--- src/rtl/ppl_hazard_ctrl_if.sv ---
// Control bundle between the 5-stage pipeline datapath (master) and its hazard controller (slave).
// Signal suffixes follow the controller's view: _i are hazard inputs, _o are pipeline-register controls.
interface ppl_hazard_ctrl_if #(
  parameter int REG_ADDR_W = 5,
  parameter int CNT_W      = 32
);
  logic [REG_ADDR_W-1:0] id_rs1_i;
  logic [REG_ADDR_W-1:0] id_rs2_i;
  logic                  id_use_rs1_i;
  logic                  id_use_rs2_i;
  logic [REG_ADDR_W-1:0] ex_rd_i;
  logic                  ex_is_load_i;
  logic                  branch_taken_i;
  logic                  mem_access_i;
  logic                  halt_req_i;

  logic                  pc_en_o;
  logic                  if_id_en_o;
  logic                  id_ex_en_o;
  logic                  ex_mem_en_o;
  logic                  mem_wb_en_o;
  logic                  if_id_flush_o;
  logic                  id_ex_flush_o;
  logic                  ex_mem_flush_o;
  logic                  mem_wb_flush_o;
  logic                  halted_o;
  logic [CNT_W-1:0]      stall_cycles_o;

  modport master (
    output id_rs1_i, id_rs2_i, id_use_rs1_i, id_use_rs2_i, ex_rd_i, ex_is_load_i,
           branch_taken_i, mem_access_i, halt_req_i,
    input  pc_en_o, if_id_en_o, id_ex_en_o, ex_mem_en_o, mem_wb_en_o,
           if_id_flush_o, id_ex_flush_o, ex_mem_flush_o, mem_wb_flush_o,
           halted_o, stall_cycles_o
  );

  modport slave (
    input  id_rs1_i, id_rs2_i, id_use_rs1_i, id_use_rs2_i, ex_rd_i, ex_is_load_i,
           branch_taken_i, mem_access_i, halt_req_i,
    output pc_en_o, if_id_en_o, id_ex_en_o, ex_mem_en_o, mem_wb_en_o,
           if_id_flush_o, id_ex_flush_o, ex_mem_flush_o, mem_wb_flush_o,
           halted_o, stall_cycles_o
  );
endinterface

--- src/rtl/ppl_hazard_ctrl.sv ---
// Pipeline hazard controller: load-use stalls, branch flushes, multi-cycle memory freezes,
// halt drain sequencing and a wrapping stall-cycle counter.
module ppl_hazard_ctrl #(
  parameter int REG_ADDR_W = 5,
  parameter int MEM_LAT    = 3,
  parameter int CNT_W      = 32
) (
  input  logic              clk,
  input  logic              rst_n,
  ppl_hazard_ctrl_if.slave  bus
);
  localparam logic [1:0] ST_RUN      = 2'd0;
  localparam logic [1:0] ST_MEM_WAIT = 2'd1;
  localparam logic [1:0] ST_DRAIN    = 2'd2;
  localparam logic [1:0] ST_HALTED   = 2'd3;

  localparam int                    WAIT_W    = (MEM_LAT > 2) ? $clog2(MEM_LAT - 1) : 1;
  localparam int                    WAIT_INIT = (MEM_LAT > 2) ? MEM_LAT - 2 : 0;
  localparam logic [WAIT_W-1:0]     WAIT_LOAD = WAIT_INIT[WAIT_W-1:0];
  localparam logic [2:0]            DRAIN_LEN = 3'd4;
  localparam logic [REG_ADDR_W-1:0] REG_X0    = '0;

  logic [1:0]        state_q, state_d;
  logic [1:0]        ret_q, ret_d;
  logic [WAIT_W-1:0] wait_q, wait_d;
  logic [2:0]        drain_q, drain_d;
  logic [CNT_W-1:0]  stall_q, stall_d;

  logic       lu, freeze, advance;
  logic [1:0] eff_state;
  logic       pc_en, halted;
  logic [3:0] en, flush;  // [3]=IF/ID, [2]=ID/EX, [1]=EX/MEM, [0]=MEM/WB

  always_comb begin
    // NOTE: every signal gets a default before any branch, so no path can infer a latch.
    state_d = state_q;
    ret_d   = ret_q;
    wait_d  = wait_q;
    drain_d = drain_q;
    pc_en   = 1'b0;
    halted  = 1'b0;
    en      = 4'b0000;
    flush   = 4'b0000;

    lu = bus.ex_is_load_i && (bus.ex_rd_i != REG_X0) &&
         ((bus.id_use_rs1_i && (bus.id_rs1_i == bus.ex_rd_i)) ||
          (bus.id_use_rs2_i && (bus.id_rs2_i == bus.ex_rd_i)));

    advance   = (state_q == ST_MEM_WAIT) && (wait_q == '0);
    eff_state = advance ? ret_q : state_q;
    freeze    = (((state_q == ST_RUN) || (state_q == ST_DRAIN)) && bus.mem_access_i && (MEM_LAT > 1)) ||
                ((state_q == ST_MEM_WAIT) && (wait_q != '0));

    if (freeze) begin
      // Every stage holds, so branch/load-use decisions wait for the advance cycle.
      if (state_q == ST_MEM_WAIT) begin
        wait_d = wait_q - WAIT_W'(1);
      end else begin
        ret_d   = state_q;
        state_d = ST_MEM_WAIT;
        wait_d  = WAIT_LOAD;
      end
    end else begin
      case (eff_state)
        ST_RUN: begin
          en      = 4'b1111;
          pc_en   = 1'b1;
          state_d = ST_RUN;
          if (bus.branch_taken_i) begin
            flush = 4'b1100;
          end else if (lu) begin
            pc_en = 1'b0;
            en[3] = 1'b0;
            flush = 4'b0100;
          end
          if (bus.halt_req_i) begin
            state_d = ST_DRAIN;
            drain_d = DRAIN_LEN;
          end
        end
        ST_DRAIN: begin
          en      = 4'b1111;
          flush   = 4'b1000;
          drain_d = drain_q - 3'd1;
          if (bus.branch_taken_i) begin
            // Keep the redirect so the PC is correct when the core resumes.
            pc_en = 1'b1;
            flush = 4'b1100;
          end else if (lu) begin
            en[3]   = 1'b0;
            flush   = 4'b0100;
            drain_d = drain_q;
          end
          state_d = (drain_d == 3'd0) ? ST_HALTED : ST_DRAIN;
        end
        ST_HALTED: begin
          halted  = 1'b1;
          state_d = bus.halt_req_i ? ST_HALTED : ST_RUN;
        end
        default: state_d = ST_RUN;
      endcase
    end

    stall_d = (!pc_en && (state_q != ST_HALTED)) ? stall_q + 1'b1 : stall_q;
  end

  always_ff @(posedge clk or negedge rst_n) begin
    if (!rst_n) begin
      state_q <= ST_RUN;
      ret_q   <= ST_RUN;
      wait_q  <= '0;
      drain_q <= '0;
      stall_q <= '0;
    end else begin
      // NOTE: non-blocking assignments so all registers update from the same pre-edge values.
      state_q <= state_d;
      ret_q   <= ret_d;
      wait_q  <= wait_d;
      drain_q <= drain_d;
      stall_q <= stall_d;
    end
  end

  // Controls are forced low for as long as reset is held, independent of the clock.
  assign bus.pc_en_o        = rst_n & pc_en;
  assign bus.if_id_en_o     = rst_n & en[3];
  assign bus.id_ex_en_o     = rst_n & en[2];
  assign bus.ex_mem_en_o    = rst_n & en[1];
  assign bus.mem_wb_en_o    = rst_n & en[0];
  assign bus.if_id_flush_o  = rst_n & flush[3];
  assign bus.id_ex_flush_o  = rst_n & flush[2];
  assign bus.ex_mem_flush_o = rst_n & flush[1];
  assign bus.mem_wb_flush_o = rst_n & flush[0];
  assign bus.halted_o       = rst_n & halted;
  assign bus.stall_cycles_o = stall_q;
endmodule

--- src/flat_wrapper.sv ---
// flat-port wrapper written by rule: the top's interface ports become plain ports
module ppl_hazard_ctrl_flat 
#(
  parameter int REG_ADDR_W = 5,
  parameter int MEM_LAT    = 3,
  parameter int CNT_W      = 32
)
  (clk, rst_n, bus_id_rs1_i, bus_id_rs2_i, bus_id_use_rs1_i, bus_id_use_rs2_i, bus_ex_rd_i, bus_ex_is_load_i, bus_branch_taken_i, bus_mem_access_i, bus_halt_req_i, bus_pc_en_o, bus_if_id_en_o, bus_id_ex_en_o, bus_ex_mem_en_o, bus_mem_wb_en_o, bus_if_id_flush_o, bus_id_ex_flush_o, bus_ex_mem_flush_o, bus_mem_wb_flush_o, bus_halted_o, bus_stall_cycles_o);
  ppl_hazard_ctrl_if #(.REG_ADDR_W(REG_ADDR_W), .CNT_W(CNT_W)) bus_i ();
  input  logic clk;
  input  logic rst_n;
  input wire logic [$bits(bus_i.id_rs1_i)-1:0] bus_id_rs1_i;
  input wire logic [$bits(bus_i.id_rs2_i)-1:0] bus_id_rs2_i;
  input wire logic [$bits(bus_i.id_use_rs1_i)-1:0] bus_id_use_rs1_i;
  input wire logic [$bits(bus_i.id_use_rs2_i)-1:0] bus_id_use_rs2_i;
  input wire logic [$bits(bus_i.ex_rd_i)-1:0] bus_ex_rd_i;
  input wire logic [$bits(bus_i.ex_is_load_i)-1:0] bus_ex_is_load_i;
  input wire logic [$bits(bus_i.branch_taken_i)-1:0] bus_branch_taken_i;
  input wire logic [$bits(bus_i.mem_access_i)-1:0] bus_mem_access_i;
  input wire logic [$bits(bus_i.halt_req_i)-1:0] bus_halt_req_i;
  output wire logic [$bits(bus_i.pc_en_o)-1:0] bus_pc_en_o;
  output wire logic [$bits(bus_i.if_id_en_o)-1:0] bus_if_id_en_o;
  output wire logic [$bits(bus_i.id_ex_en_o)-1:0] bus_id_ex_en_o;
  output wire logic [$bits(bus_i.ex_mem_en_o)-1:0] bus_ex_mem_en_o;
  output wire logic [$bits(bus_i.mem_wb_en_o)-1:0] bus_mem_wb_en_o;
  output wire logic [$bits(bus_i.if_id_flush_o)-1:0] bus_if_id_flush_o;
  output wire logic [$bits(bus_i.id_ex_flush_o)-1:0] bus_id_ex_flush_o;
  output wire logic [$bits(bus_i.ex_mem_flush_o)-1:0] bus_ex_mem_flush_o;
  output wire logic [$bits(bus_i.mem_wb_flush_o)-1:0] bus_mem_wb_flush_o;
  output wire logic [$bits(bus_i.halted_o)-1:0] bus_halted_o;
  output wire logic [$bits(bus_i.stall_cycles_o)-1:0] bus_stall_cycles_o;
  assign bus_i.id_rs1_i = bus_id_rs1_i;
  assign bus_i.id_rs2_i = bus_id_rs2_i;
  assign bus_i.id_use_rs1_i = bus_id_use_rs1_i;
  assign bus_i.id_use_rs2_i = bus_id_use_rs2_i;
  assign bus_i.ex_rd_i = bus_ex_rd_i;
  assign bus_i.ex_is_load_i = bus_ex_is_load_i;
  assign bus_i.branch_taken_i = bus_branch_taken_i;
  assign bus_i.mem_access_i = bus_mem_access_i;
  assign bus_i.halt_req_i = bus_halt_req_i;
  assign bus_pc_en_o = bus_i.pc_en_o;
  assign bus_if_id_en_o = bus_i.if_id_en_o;
  assign bus_id_ex_en_o = bus_i.id_ex_en_o;
  assign bus_ex_mem_en_o = bus_i.ex_mem_en_o;
  assign bus_mem_wb_en_o = bus_i.mem_wb_en_o;
  assign bus_if_id_flush_o = bus_i.if_id_flush_o;
  assign bus_id_ex_flush_o = bus_i.id_ex_flush_o;
  assign bus_ex_mem_flush_o = bus_i.ex_mem_flush_o;
  assign bus_mem_wb_flush_o = bus_i.mem_wb_flush_o;
  assign bus_halted_o = bus_i.halted_o;
  assign bus_stall_cycles_o = bus_i.stall_cycles_o;
  ppl_hazard_ctrl #(.REG_ADDR_W(REG_ADDR_W), .MEM_LAT(MEM_LAT), .CNT_W(CNT_W)) u_core (.clk(clk), .rst_n(rst_n), .bus(bus_i));
endmodule
--- config.mk ---
export PLATFORM = sky130hd
export DESIGN_NAME = ppl_hazard_ctrl_flat
export DESIGN_NICKNAME = d
export VERILOG_FILES = /design/src/rtl/ppl_hazard_ctrl_if.sv /design/src/rtl/ppl_hazard_ctrl.sv /design/src/flat_wrapper.sv
export SDC_FILE = /design/constraint.sdc
export NUM_CORES = 1
export LEC_CHECK = 0
export BUFFER_PORTS_ARGS = -buffer_cell sky130_fd_sc_hd__buf_2
export CAP_MARGIN = 10
export CORE_ASPECT_RATIO = 0.6
export CORE_MARGIN = 8
export CORE_UTILIZATION = 47
export CTS_CLUSTER_SIZE = 20
export DETAILED_ROUTE_END_ITERATION = 6
export PLACE_DENSITY = 0.84
export SETUP_SLACK_MARGIN = 0.05
export SLEW_MARGIN = 20
export SYNTH_ARGS = -nofsm -noshare
export SYNTH_HDL_FRONTEND = slang
export SYNTH_SLANG_ARGS = --single-unit
export TNS_END_PERCENT = 100
--- constraint.sdc ---
create_clock -name clk -period 1.6 [get_ports clk]
set_clock_uncertainty 0.05 [all_clocks]
set_input_delay 0.16 -clock clk [delete_from_list [all_inputs] [get_ports clk]]
set_output_delay 0.16 -clock clk [all_outputs]
set_load 0.02 [all_outputs]
==> results.py, run 1 <==
metrics = {
    "yosys": {
        "synth-seq-cells": 40,
        "ys_seq_area_frac": 0.4507,
        "async_flop_share": 1.000,
        "synth_area_sq_um": 2221,
        "synth-edff-count": 0,
        "synth_flop_cell": "dfrtp_1",
        "synth-warning-count": 0,
        "syn_avg_cell_area_sq_um": 9.827,
        "ys_types": 45,
        "syn_inst": 226,
    },
    "timing": {
        "tns_ps": -13150,
        "min_period_ps": 2024,
        "hold_slack_ps": 108.4,
        "timing.fmax_mhz": 494.2,
        "fin_crit_sh": 1.265,
        "rsz0062_at_grt": "true",
        "final_hold_viol_count": 0,
        "tightest_slew_ps": 534.3,
        "slew_headroom": 0.6438,
        "finalWorstSetupSlack_ps": -423.6,
        "setup_viol": 45,
        "drv_slew": 0,
    },
    "clock_tree": {
        "root_buffer": "clkbuf_8",
        "clk_pin_slew_worst_paths_ps": 80,
        "cts_max_path_buffers": 2,
        "clock_latency_ps": 330,
        "cts_buffers": 5,
        "htreeDepth": 2,
        "cts_sinks": 40,
        "cts_tree": "yes",
    },
    "die": {
        "io_pins": 65,
        "die_w_um": 104.7,
        "die_area_sq_um": 7253,
        "core-area_sq_um": 4564,
        "rows": 19,
        "die_h_um": 69.25,
        "start_util": 0.4866,
    },
    "global_routing": {
        "grt_max_degree": 41,
        "antenna_found_initial": 0,
        "grt_pass1_vias": 2601,
        "grt_pass1_wl_um": 14580,
        "grt_util_all_layers": 0.2562,
        "overflow": 0,
    },
    "route": {
        "drt_wl_total_um": 11060,
        "routed_via_density": 6.513,
        "wl_per_cell_um": 26.91,
        "initialDrtViolationCount": 254,
        "antenna_left": 0,
        "num_vias": 2677,
        "first_pass_iters": 6,
        "post-route-drc-count": 0,
    },
    "place": {
        "gp_congestion": 0.8706,
        "dp_hpwl_um": 4737,
        "port-buffer-count": 62,
        "preCtsSetupSlack_ps": -390.9,
    },
    "critical_path": {
        "setup.worst_path.start": "u_core.state_q[1]",
        "crit_type": "reg -> out",
        "rr_startpoint": "u_core.state_q[1]",
        "worstPathMaxFanout": 4,
        "cp-end-kind": "primary output",
        "cp.arrival_ps": 1810,
        "required_ps": 1390,
        "critPathLaunchType": "flip-flop",
    },
    "final_layout": {
        "area_growth_pct": 74.42,
        "mostFrequentLayoutCells": "buf_2 (51), buf_4 (41), dfrtp_1 (28), buf_6 (26), xnor2_1 (25)",
        "fillers": 197,
        "multi_input_area_sq_um": 1672,
        "seq_area_sq_um": 1016,
        "layout_commonest_cell": "buf_2",
        "diodes": 0,
        "drive_above_1_share": 0.6207,
        "finalNetCount": 372,
    },
    "power": {
        "power.leakage_uw": 0.001797,
        "ir_drop_mv": 0.8129,
        "power_frac_seq": 0.226,
        "power.density_cell_area_nw_per_um2": 1621,
        "power_frac_comb": 0.644,
        "pwr-share-clk": 0.130,
        "switching_share": 0.4484,
        "p_switching_uw": 2816,
        "internal_power_uw": 3465,
    },
    "job": {
        "max-cap-violations": 0,
    },
    "status": {
        "status": "complete, but fails checks",
        "violations": "negative setup slack",
    },
    "hold_path": {
        "hold_start": "bus_mem_access_i",
        "holdCritPathClass": "in -> reg",
    },
}
[stage by stage]
stage,power (uW),std cells,area (sq um),utilization
2_1_floorplan,2755,227,2345,-
3_3_place_gp,3436,387,3007,0.6587
3_5_place_dp,3518,387,3007,0.6587
4_1_cts,5436,408,3615,0.7919
5_1_grt,6443,411,3874,0.8487
6_report,6281,411,3874,0.8487
[power by group through the flow]
stage / Sequential [uW] / Clock (uW) / Combinational, uW
4_1_cts: 1360 / 756 / 3320
2_1_floorplan: 1490 / 0 / 1270
3_5_place_dp: 1380 / 0 / 2140
3_3_place_gp: 1360 / 0 / 2080
6_report: 1420 / 814 / 4050
5_1_grt: 1430 / 845 / 4170
[state kept, by name (all words and copies together), names as in the netlist]
name,flops
u_core.drain_q,3
u_core.state_q,2
u_core.ret_q,2
u_core.wait_q,1
u_core.bus.stall_cycles_o,32
[layout make-up]
class / count / area share
Multi-Input combinational cell: 168 / 0.4315
Sequential cell: 40 / 0.2623
Timing Repair Buffer: 123 / 0.2500
Clock buffer: 8 / 0.02584
Tap cell: 63 / 0.02035
Inverter: 9 / 0.01001
[worst max-delay path, cell delays in order (launching register included)]
cell,delay (ps)
dfrtp_1,450
o31ai_4,310
buf_6,150
and2_4,160
nand2_4,80
nor2_1,150
buf_2,190
[per-layer routing]
layer,part of all wire,global-route usage,up-vias
met5,0,0,-
met2,0.44,0.3902,290
met1,0.37,0.3208,1262
met4,0.072,0.1494,0
li1,-,-,1034
met3,0.13,0.06772,91
[timing repair]
| action | 4_1_cts | 5_1_grt |
|---|---|---|
| endpoints found under the setup margin | 45 | 45 |
| hold buffers | 1 | 0 |
| gates resized for setup | 80 | 44 |
| cloned | 3 | 0 |
| pin swaps | 37 | 24 |
| buffers inserted | 10 | 4 |
| endpoints found under the hold margin | 40 | 0 |
[synthesized netlist by cell type (2+ instances only)]
cell,number,area [sq um]
nand3_1,21,105.1
and2_1,4,25.02
inv_1,9,33.78
dfrtp_1,40,1001
a31oi_1,2,12.51
or2_2,2,12.51
o21ai_0,4,20.02
and3_1,8,50.05
buf_4,4,30.03
nand4_1,15,93.84
nand2_1,17,63.81
ha_1,2,25.02
nand2b_1,2,12.51
xnor2_1,33,289.0
buf_6,3,33.78
xor2_1,9,78.83
nor4_1,2,12.51
o22ai_1,3,18.77
clkbuf_1,2,7.510
a21oi_1,5,25.02
nor2_1,11,41.29
and4_1,2,17.52
nor3_1,4,20.02
[worst paths after layout]
path | endpoint | slack [ps] | cells after the start
max | bus_if_id_en_o | -420 | 6
min | u_core.wait_q | 110 | 3
max reg2reg | u_core.bus.stall_cycles_o[28] | -410 | 8
min reg2reg | u_core.bus.stall_cycles_o[31] | 420 | 1
max in group asynchronous | u_core.state_q[0] | 510 | 3
min in group asynchronous | u_core.bus.stall_cycles_o[1] | 570 | 3
[cells by family (layout without fill, tap and decap cells)]
family | after synthesis | count (layout) | share of synthesized area
AND/OR/NAND/NOR | 97 | 97 | 0.2366
multiplexers | 2 | 2 | 0.009577
flip-flops | 40 | 40 | 0.4507
other | 1 | 2 | 0.001689
XOR/XNOR | 42 | 42 | 0.1656
AO/OA/AOI/OAI | 22 | 22 | 0.07043
buffers and inverters | 19 | 140 | 0.04957
adder cells (fa/ha/maj) | 3 | 3 | 0.01577
Power figures use the tool's default switching activity.
==> run 2, diff against run 1 <==
--- a/config.mk
+++ b/config.mk
@@ -13,7 +13,7 @@
 export CTS_CLUSTER_SIZE = 20
 export DETAILED_ROUTE_END_ITERATION = 6
 export PLACE_DENSITY = 0.84
-export SETUP_SLACK_MARGIN = 0.05
+export SETUP_SLACK_MARGIN = 0.4
 export SLEW_MARGIN = 20
 export SYNTH_ARGS = -nofsm -noshare
 export SYNTH_HDL_FRONTEND = slang
==> results.py, run 2 (synthesized netlist as in run 1, its figures left out) <==
metrics = {
    "clock_tree": {
        "root_buffer": "clkbuf_8",
        "cts_sinks": 40,
        "cts_tree": "yes",
        "clk_pin_slew_worst_paths_ps": 90,
        "clock_latency_ps": 320,
        "cts_max_path_buffers": 2,
        "cts_buffers": 5,
        "hold_buffers": 0,
        "htreeDepth": 2,
    },
    "route": {
        "drt_wl_total_um": 11410,
        "antenna_left": 0,
        "initialDrtViolationCount": 352,
        "top_layer_used": "met4",
        "met1_length_um": 4175,
        "met2WireLength_um": 5351,
        "first_pass_iters": 5,
        "dr_wl_met3_um": 1271,
        "num_vias": 2685,
        "routed_via_density": 6.378,
        "post-route-drc-count": 0,
        "wl_per_cell_um": 27.11,
    },
    "timing": {
        "fin_crit_sh": 1.326,
        "finalWorstSetupSlack_ps": -522.3,
        "drv_slew": 0,
        "rsz0062_at_grt": "true",
        "slew_headroom": 0.6615,
        "final_hold_viol_count": 21,
        "setup_viol": 44,
        "tightest_slew_ps": 507.7,
        "min_period_ps": 2122,
        "timing.fmax_mhz": 471.2,
        "hold_slack_ps": -11.11,
    },
    "final_layout": {
        "drive_above_1_share": 0.6246,
        "finalNetCount": 381,
        "largest_reg_flops": 32,
        "final_area_sq_um": 4113,
        "fin_util": 0.9010,
        "layout_commonest_cell": "buf_6",
        "area_growth_pct": 85.18,
        "mostFrequentLayoutCells": "buf_6 (61), buf_4 (33), buf_2 (32), dfrtp_1 (27), xnor2_1 (23)",
        "layoutNonFillerInstCount": 421,
    },
    "die": {
        "die_w_um": 104.7,
        "die_h_um": 69.25,
        "rows": 19,
        "die_area_sq_um": 7253,
        "core-area_sq_um": 4564,
        "start_util": 0.4866,
        "io_pins": 65,
    },
    "critical_path": {
        "worstPathMaxFanout": 8,
        "crit_type": "reg -> reg",
        "critPathLaunchType": "flip-flop",
        "cp-end-kind": "flip-flop",
        "worst-r2r-setup-slack_ps": -520,
        "cp.arrival_ps": 2300,
        "required_ps": 1770,
    },
    "power": {
        "switching_share": 0.4403,
        "power_frac_comb": 0.652,
        "power.leakage_uw": 0.001889,
        "internal_power_uw": 3517,
        "power.density_cell_area_nw_per_um2": 1528,
        "p_switching_uw": 2768,
        "power_frac_seq": 0.229,
        "ir_drop_mv": 0.8112,
        "finalPower_uw": 6285,
        "pwr-share-clk": 0.119,
    },
    "hold_path": {
        "holdCritPathClass": "in -> async",
    },
    "global_routing": {
        "antenna_found_initial": 1,
        "overflow": 0,
        "grt_max_degree": 41,
        "grt_util_all_layers": 0.2609,
        "grt_pass1_wl_um": 15040,
        "grt_pass1_vias": 2663,
    },
    "status": {
        "status": "complete, but fails checks",
        "violations": "negative hold slack, negative setup slack",
    },
    "place": {
        "port-buffer-count": 62,
        "place_area_sq_um": 3059,
        "dp_hpwl_um": 4825,
        "gp_congestion": 0.8469,
        "placed_cells": 388,
    },
    "job": {
        "max-cap-violations": 0,
    },
}
[run 2: changes by cell type in the layout (fill, tap and decap cells not counted), moves of 3 or more]
cell	change
buf_6	+35
buf_2	-19
buf_4	-8
nand2_2	-4
and3_1	+3
nand2_1	+3
[run 2: path summary, 6_finish.rpt]
check	cells past startpoint	endpoint	start
min	2	u_core.bus.stall_cycles_o[30]	rst_n
max reg2reg	9	u_core.bus.stall_cycles_o[4]	u_core.state_q[1]
max in group asynchronous	2	u_core.bus.stall_cycles_o[5]	rst_n
min in group clk	3	u_core.wait_q	bus_mem_access_i
min reg2reg	1	u_core.bus.stall_cycles_o[31]	u_core.bus.stall_cycles_o[31]
max	9	u_core.bus.stall_cycles_o[4]	u_core.state_q[1]
[run 2: layout make-up]
class,instances,area [sq um]
clock inverters,2,10.01
inverters,9,38.79
multi-input cells,168,1645
repair buffers,132,1237
flip-flops and latches,40,1017
diodes,1,2.502
clock buffers,6,82.58
well taps,63,78.83
fillers,133,451.7
[run 2: repair_timing]
action / CTS / global route
pin swaps: 29 / 29
setup buffers: 14 / 7
cloned: 3 / 0
endpoints found under the setup margin: 58 / 64
resized for setup: 96 / 66
[run 2: worst max-delay path, cell delays in order (launching register included)]
cell	delay, ps
dfrtp_1	430
buf_6	140
buf_4	140
nand2_1	140
nand2_2	100
o31ai_4	200
buf_6	200
buf_12	150
nand4_1	200
xnor2_1	270
[run 2: metal layers]
layer | track usage | vias up
li1 | - | 1053
met3 | 0.07421 | 58
met1 | 0.3162 | 1323
met4 | 0.1352 | 0
met5 | 0 | -
met2 | 0.4140 | 251
[run 2: per-stage QoR]
stage	worst slack, ps	hold WS [ps]	TNS, ps
after floorplan	-199.9	-185.6	-4446
after global placement	-360.0	250.9	-11510
after detailed placement	-402.5	257.4	-13320
after CTS	-306.0	2.099	-8212
after global routing	-528.1	33.61	-17330
final	-522.3	-11.11	-15640
[run 2: power groups by stage]
stage               Combinational (uW)  Clock (uW)  Sequential, uW
finish                            4100         745            1440
global route                      4230         782            1440
CTS                               3310         718            1380
detailed placement                2210           0            1370
global placement                  2110           0            1360
floorplan                         1370           0            1500
